===== src/rtl/grf_sb_pkg.sv =====
// grf_sb_pkg: shared defaults, register-0 constant, packed-port slice helper
// and the signed busy-count delta type used by the register file.
package grf_sb_pkg;

    localparam int DEF_DATA_W = 32;
    localparam int DEF_ADDR_W = 5;
    localparam int ZERO_REG   = 0;
    localparam int PACK_MAX   = 256;
    localparam int SLICE_MAX  = 64;

    typedef logic signed [1:0] cnt_delta_t;

    localparam cnt_delta_t DELTA_DEC  = -2'sd1;
    localparam cnt_delta_t DELTA_NONE = 2'sd0;
    localparam cnt_delta_t DELTA_INC  = 2'sd1;

    // Extract field k of width w from a packed multi-port vector.
    function automatic logic [SLICE_MAX-1:0] port_slice(
        input logic [PACK_MAX-1:0] vec,
        input int unsigned         k,
        input int unsigned         w
    );
        port_slice = SLICE_MAX'(vec >> (k * w));
    endfunction

endpackage


===== src/rtl/grf_sb_scoreboard.sv =====
// grf_sb_scoreboard: per-register busy bits with flush and a registered
// popcount (busy_cnt) maintained incrementally from set/clear events.
module grf_sb_scoreboard
    import grf_sb_pkg::*;
#(
    parameter int ADDR_W = DEF_ADDR_W
) (
    input  logic                    clk,
    input  logic                    reset,
    input  logic                    set_en,
    input  logic [ADDR_W-1:0]       set_addr,
    input  logic                    clr_en,
    input  logic [ADDR_W-1:0]       clr_addr,
    input  logic                    flush,
    output logic [(2**ADDR_W)-1:0]  busy,
    output logic [ADDR_W:0]         busy_cnt
);

    localparam int DEPTH = 2**ADDR_W;

    logic [DEPTH-1:0]       busy_r;
    logic [DEPTH-1:0]       busy_nxt_s;
    logic [DEPTH-1:0]       set_mask_s;
    logic [DEPTH-1:0]       clr_mask_s;
    logic [ADDR_W:0]        cnt_r;
    logic [ADDR_W:0]        cnt_nxt_s;
    logic                   inc_s;
    logic                   dec_s;
    cnt_delta_t             delta_s;
    logic signed [ADDR_W:0] delta_ext_s;

    // The set mask is applied after the clear mask so a same-edge issue wins.
    assign set_mask_s = DEPTH'(set_en) << set_addr;
    assign clr_mask_s = DEPTH'(clr_en) << clr_addr;
    assign busy_nxt_s = flush ? {DEPTH{1'b0}} : ((busy_r & ~clr_mask_s) | set_mask_s);

    assign inc_s = set_en & ~busy_r[set_addr];
    assign dec_s = clr_en & busy_r[clr_addr] & ~(set_en & (set_addr == clr_addr));

    // Collapse the set/clear events into a single signed count step.
    always_comb begin
        delta_s = DELTA_NONE;
        case ({inc_s, dec_s})
            2'b10:   delta_s = DELTA_INC;
            2'b01:   delta_s = DELTA_DEC;
            default: delta_s = DELTA_NONE;
        endcase
    end

    assign delta_ext_s = delta_s;
    assign cnt_nxt_s   = flush ? {(ADDR_W+1){1'b0}} : (cnt_r + $unsigned(delta_ext_s));

    // Busy vector and its popcount state.
    always_ff @(posedge clk or negedge reset) begin
        if (!reset) begin
            busy_r <= {DEPTH{1'b0}};
            cnt_r  <= {(ADDR_W+1){1'b0}};
        end else begin
            busy_r <= busy_nxt_s;
            cnt_r  <= cnt_nxt_s;
        end
    end

    assign busy     = busy_r;
    assign busy_cnt = cnt_r;

endmodule


===== src/rtl/grf_sb.sv =====
// grf_sb: parametrised register file with write-through bypass and a busy
// scoreboard. Define GRF_TRACE_EN to print a commit line for every write.
module grf_sb
    import grf_sb_pkg::*;
#(
    parameter int DATA_W = DEF_DATA_W,
    parameter int ADDR_W = DEF_ADDR_W,
    parameter int NUM_RD = 2
) (
    input  logic                       clk,
    input  logic                       reset,
    input  logic                       we,
    input  logic [ADDR_W-1:0]          wa,
    input  logic [DATA_W-1:0]          wd,
    input  logic [31:0]                w_pc,
    input  logic                       iss_en,
    input  logic [ADDR_W-1:0]          iss_addr,
    input  logic                       flush,
    input  logic [NUM_RD*ADDR_W-1:0]   rd_addr,
    output logic [NUM_RD*DATA_W-1:0]   rd_data,
    output logic [NUM_RD-1:0]          rd_ready,
    output logic [ADDR_W:0]            busy_cnt
);

    localparam int                DEPTH     = 2**ADDR_W;
    localparam logic [ADDR_W-1:0] ZERO_ADDR = ADDR_W'(ZERO_REG);

    logic [DATA_W-1:0] regs_r [DEPTH];
    logic [DEPTH-1:0]  busy_s;
    logic              wr_ok_s;
    logic              iss_ok_s;

    // Gating with reset keeps the bypass from leaking wd while in reset.
    assign wr_ok_s  = reset & we & (wa != ZERO_ADDR);
    assign iss_ok_s = iss_en & (iss_addr != ZERO_ADDR) & ~flush;

    grf_sb_scoreboard #(
        .ADDR_W (ADDR_W)
    ) u_scoreboard (
        .clk      (clk),
        .reset    (reset),
        .set_en   (iss_ok_s),
        .set_addr (iss_addr),
        .clr_en   (wr_ok_s),
        .clr_addr (wa),
        .flush    (flush),
        .busy     (busy_s),
        .busy_cnt (busy_cnt)
    );

    // Register storage; entry 0 is never written and so always reads zero.
    always_ff @(posedge clk or negedge reset) begin
        if (!reset) begin
            for (int i = 0; i < DEPTH; i++) begin
                regs_r[i] <= {DATA_W{1'b0}};
            end
        end else if (wr_ok_s) begin
            regs_r[wa] <= wd;
        end
    end

    for (genvar k = 0; k < NUM_RD; k++) begin : g_rd
        logic [ADDR_W-1:0] addr_s;
        logic              bypass_s;

        assign addr_s   = ADDR_W'(port_slice(PACK_MAX'(rd_addr), k, ADDR_W));
        assign bypass_s = wr_ok_s & (addr_s == wa);

        assign rd_data[k*DATA_W +: DATA_W] = bypass_s ? wd : regs_r[addr_s];
        assign rd_ready[k]                 = bypass_s | ~busy_s[addr_s];
    end

`ifdef GRF_TRACE_EN
    // Commit trace: one line per accepted write.
    always @(posedge clk) begin
        if (wr_ok_s) begin
            $display("%0t@%h: $%0d <= %h", $time, w_pc, wa, wd);
        end
    end
`else
    logic unused_pc_s;
    assign unused_pc_s = ^w_pc;
`endif

endmodule


===== config.mk =====
export PLATFORM = sky130hd
export DESIGN_NAME = grf_sb
export DESIGN_NICKNAME = d
export VERILOG_FILES = /design/src/rtl/grf_sb_pkg.sv /design/src/rtl/grf_sb_scoreboard.sv /design/src/rtl/grf_sb.sv
export SDC_FILE = /design/constraint.sdc
export NUM_CORES = 2
export LEC_CHECK = 0
export ABC_CLOCK_PERIOD_IN_PS = 6100
export BUFFER_PORTS_ARGS = -buffer_cell sky130_fd_sc_hd__buf_2
export CAP_MARGIN = 25
export CORE_MARGIN = 2
export CORE_UTILIZATION = 36
export DETAILED_ROUTE_END_ITERATION = 8
export PLACE_DENSITY = 0.48
export SLEW_MARGIN = 5
export SYNTH_ARGS = -nofsm -noshare
export SYNTH_HDL_FRONTEND = slang
export SYNTH_HIERARCHICAL = 1
export SYNTH_SLANG_ARGS = --single-unit

===== constraint.sdc =====
create_clock -name clk -period 6.1 [get_ports clk]
set_input_delay 1.525 -clock clk [delete_from_list [all_inputs] [get_ports clk]]
set_output_delay 1.525 -clock clk [all_outputs]
set_load 0.01 [all_outputs]

# After elaboration in Yosys (flattened, before gate mapping)
# Cells that the tools add are included.
# totals
ff_bits	1062
out_inout_bits	72
# classes
shift	2
bitwise_logic	23
n_eq_ne	5
n_lt_le_gt_ge	8
n_addsub	1
n_reduce_logical	3
muxes	22
# ops
op	count
1024-bit bitwise mux	1
32-bit binary-select mux with 5-bit select	2
32-bit two-way mux	8
32-bit demux with 5-bit select	1
1-bit by 5-bit << shifter with 32-bit output	2
32-bit bitwise AND	1
32-bit inverter	1
32-bit bitwise OR	1
5-bit by 6-bit < comparator with 1-bit output, second input constant	4
1-bit binary-select mux with 5-bit select	4
6-bit greater-or-equal comparator, second input constant	3
5-bit inverter with 6-bit output	3
5-bit equality test	3
1-bit bitwise AND	10
5-bit nonzero test	2
6-bit adder	1
6-bit by 1-bit < comparator with 1-bit output, second input constant	1
6-bit two-way mux	1
1-bit inverter	5
1-bit two-way mux	4
2-bit one-hot mux with 2 select lines	1
2-bit by 1-bit equality test with 1-bit output, second input constant	1
2-bit equality test, second input constant	1
1-bit bitwise OR	2
1-bit logical AND	1

# Logic depth before layout (Yosys ltp)
# logic_depth
ltp_word	10
depth_mapped	14

# By module
# The synthesis kept the hierarchy.
# by_module_without_submodules
mod	n_inst	cells_each	area_each_um2
grf_sb	1	3467	54066.9
grf_sb_scoreboard	1	268	2566.2

# Least setup slack after synthesis
# No wires, ideal clock.
# synth_timing
path_type	input port to output port
start	in rd_addr[5]
end	out rd_data[36]
stages	8
path_slack_ps	1413
required_time_ps	4575
arrival_ps	3162
n_path_buf	4
path_cell_list	buf_6 buf_6 buf_8 buf_6 mux4_1 o22ai_1 nor4_1 mux2_1
# synth_between
elab_chain_len	5
word_cells_on_any_way	7
# synth_rtl
element	line	rtl
start, declared	grf_sb.sv:19	input logic [NUM_RD*ADDR_W-1:0] rd_addr,
5-bit inverter with 6-bit output (implied by the code)	grf_sb.sv:69	assign rd_data[k*DATA_W +: DATA_W] = bypass_s ? wd : regs_r[addr_s];
32-bit binary-select mux with 5-bit select	grf_sb.sv:69	
32-bit two-way mux (implied by the code) (2 in a row)	grf_sb.sv:69	
32-bit two-way mux (*)	grf_sb.sv:69	
end, declared	grf_sb.sv:20	output logic [NUM_RD*DATA_W-1:0] rd_data,
# Mark *: on every way between the ends. The rest lies on a longest branch, timed or not. The select of a mux whose other input is x is not followed.

# Worst setup path in the final report
# layout_timing
start	in rd_addr[8]
end	out rd_data[61]
# The elaborated chain is that of the path after synthesis.

==> run summary <==
status -> finished clean
max cap viols -> 0
Period Utilization, post-route -> 91.0%
layout cells sized above 1 -> 55.9%
DIE WIDTH -> 401 µm
Finished Core Util -> 41.4%
CTS Buffer Depth -> 3
clk_skew -> 0.0101 ns
number of buffers created by CTS -> 131
fill count -> 14,201
count of cell types in the netlist -> 54
post-synthesis net count -> 3,831
highest routed layer -> met5
Post-CTS Hold Buffers -> 0
largest net degree at the start of global routing -> 156
vias per cell -> 6.02
Synth async-reset ratio -> 100%
NumNets Final -> 3,822
most common cell after layout, fill and taps aside -> dfrtp_1
most frequent cells in the layout -> dfrtp_1 (1,062), mux2_2 (1,052), mux4_2 (535)
Final Hold Fails -> 0
Fin Setup TNS -> 0 ns
Psw -> 5110 µW
Worst-Skew Late Latency -> 0.75 ns
RSZ-0062 raised after global routing -> false
drc violations -> 0
initial antenna violation count -> 8
#FFs+latches synth -> 1,062
switching fraction of total power -> 26.0%
total power per unit cell area -> 304 nW/µm²
Met1 Wirelength -> 82.8 mm
sequential power share -> 43.5%
Die H -> 401 µm
slew of the pin with the lowest slew margin -> 1.07 ns
Area growth, synth to finish -> 14.3%
Most used DFF post-synth -> dfrtp_1
hpwl dp -> 110 mm
post-cts resize count -> 0
vias in the first global route -> 37,421
Fmax -> 180 MHz
Post-Syn Instances -> 3,735
crit path time final -> 5.55 ns
first-pass GRT wire length -> 277 mm
Clk pwr share -> 40.9%
area of the multi-input gates -> 28,400 µm²
ANT nets after route -> 0
Worst EP arrival -> 4.02 ns
Post-synth EDFFs -> 0
gr ovfl total -> 0
register area -> 26,600 µm²
DR pass1 iterations -> 5
Synth warnings -> 6
Tot Pwr -> 19,700 µW
Worst Path Class, Setup -> input port to primary output
Placer Congestion -> 0.775
met3 WL -> 8.79 mm
core area -> 156,000 µm²
relative slew slack -> 28.4%
Initial Util -> 36.3%
Leak -> 0.0282 µW
1st-iter DRT viols -> 2,460
Max Slew Vio Count -> 0
I/O pins -> 161
WL met2 -> 92.7 mm
Setup crit end kind -> primary output
HP Class -> register to register
Internal Power -> 14,500 µW
WL final -> 190 mm
Setup Viol. Count Final -> 0
Crit path required time -> 4.58 ns
Avg Cell Area, Syn -> 15.2 µm²
worst vdd ir -> 278 µV
Mapped Area -> 56,600 µm²
die area -> 161,000 µm²
drt wl/cell -> 32.2 µm
PortBufs -> 128
Sink Count -> 1,062
Clk pin slew, worst setup/hold paths -> 0.05 ns
vias -> 35,400
num rows -> 145
Logic pwr share -> 15.6%
H-tree depth -> 4
Total GRT Usage -> 23.8%
Crit Path Max Fanout -> 23
cell taking the most area after synthesis -> dfrtp_1
startpoint types -> input port
number of setup buffers added after CTS -> 0
Synth top area share -> 46.9%
Seq/Total Area, Yosys -> 46.9%
clock root cell -> clkbuf_16
Area contributors post-synth -> dfrtp_1 (47%), mux4_2 (21%), mux2_2 (21%)
CTS tree -> built
layout make-up:
type / instances / area share, %
timing repair buffer: 295 / 4.26
clock inverter: 34 / 0.647
antenna: 1 / 0.00387
sequential: 1062 / 41.1
inverter: 2 / 0.0116
multi-input combinational: 2234 / 43.8
tap: 2058 / 3.98
clock buffer: 198 / 6.22
registers in the layout, summed over array words and instances, names as in the netlist:
signal and flops:
u_scoreboard/busy_cnt 6, u_scoreboard/busy 32, regs_r 1024
power groups by stage:
stage	registers (µW)	logic, µW	clock network (µW)
2_1_floorplan	8450	2270	0
3_3_place_gp	8610	3070	0
3_5_place_dp	8650	3110	0
4_1_cts	8530	3110	8230
5_1_grt	8670	3310	8530
6_report	8540	3070	8030
cell usage after synthesis, types with 9 or more instances:
master / number
a21oi_1: 34
buf_1: 51
buf_2: 149
buf_4: 13
buf_6: 11
clkbuf_1: 212
dfrtp_1: 1062
mux2_1: 12
mux2_2: 1052
mux4_1: 9
mux4_2: 535
nand2_1: 62
nand2b_1: 11
nand3_1: 15
nand3b_1: 9
nor2_1: 33
nor2b_1: 12
nor4_1: 65
o21ai_0: 29
o22ai_1: 254
xnor2_1: 10
xor2_1: 9
path summary, 6_finish.rpt:
path                                 startpoint                       end  slack [ns]  cells past startpoint
setup / recovery                     rd_addr[8]               rd_data[61]        0.55                      7
hold / removal                     regs_r[1010]              regs_r[1010]        0.39                      0
setup reg to reg           u_scoreboard/busy[3]  u_scoreboard/busy_cnt[4]        2.58                     12
min in group asynchronous                 reset               regs_r[896]        0.64                      1
hold reg to reg                    regs_r[1010]              regs_r[1010]        0.39                      0
max in group asynchronous                 reset               regs_r[850]        2.79                      4
per-stage QoR:
step	hold WS [ns]	setup slack, ns	instance area [µm²]	instances
finish	0.391	0.550	64700	5884
floorplan	0.441	1.41	56600	3735
detailed placement	0.383	0.548	60200	5649
CTS	0.395	0.548	64700	5881
global route	0.408	0.555	64700	5883
global placement	0.377	0.548	60200	5648
critical path: stages:
cell     delay [ns]
buf_2          0.41
or3b_4         0.64
buf_4          0.35
o22ai_1        0.13
nor4_1         0.55
mux2_2         0.26
buf_2          0.13
logic make-up (layout without fill, tap and decap cells):
family,Yosys count,count (layout),synth area share [%]
other,0,1,0
buffers and inverters,439,529,3.49
AO/OA/AOI/OAI,336,336,3.66
AND/OR/NAND/NOR,256,256,2.47
flip-flops,1062,1062,46.9
XOR/XNOR,19,19,0.294
multiplexers,1616,1616,43.0
adder cells (fa/ha/maj),7,7,0.168
routing by layer:
metal  up-vias  global-route usage, %
met1     19593                   32.5
met2       905                   39.2
met4         4                   6.77
met3       275                   3.66
li1      14623                      -
met5         -                      0
No activity file was read; power rests on OpenSTA's default activity.
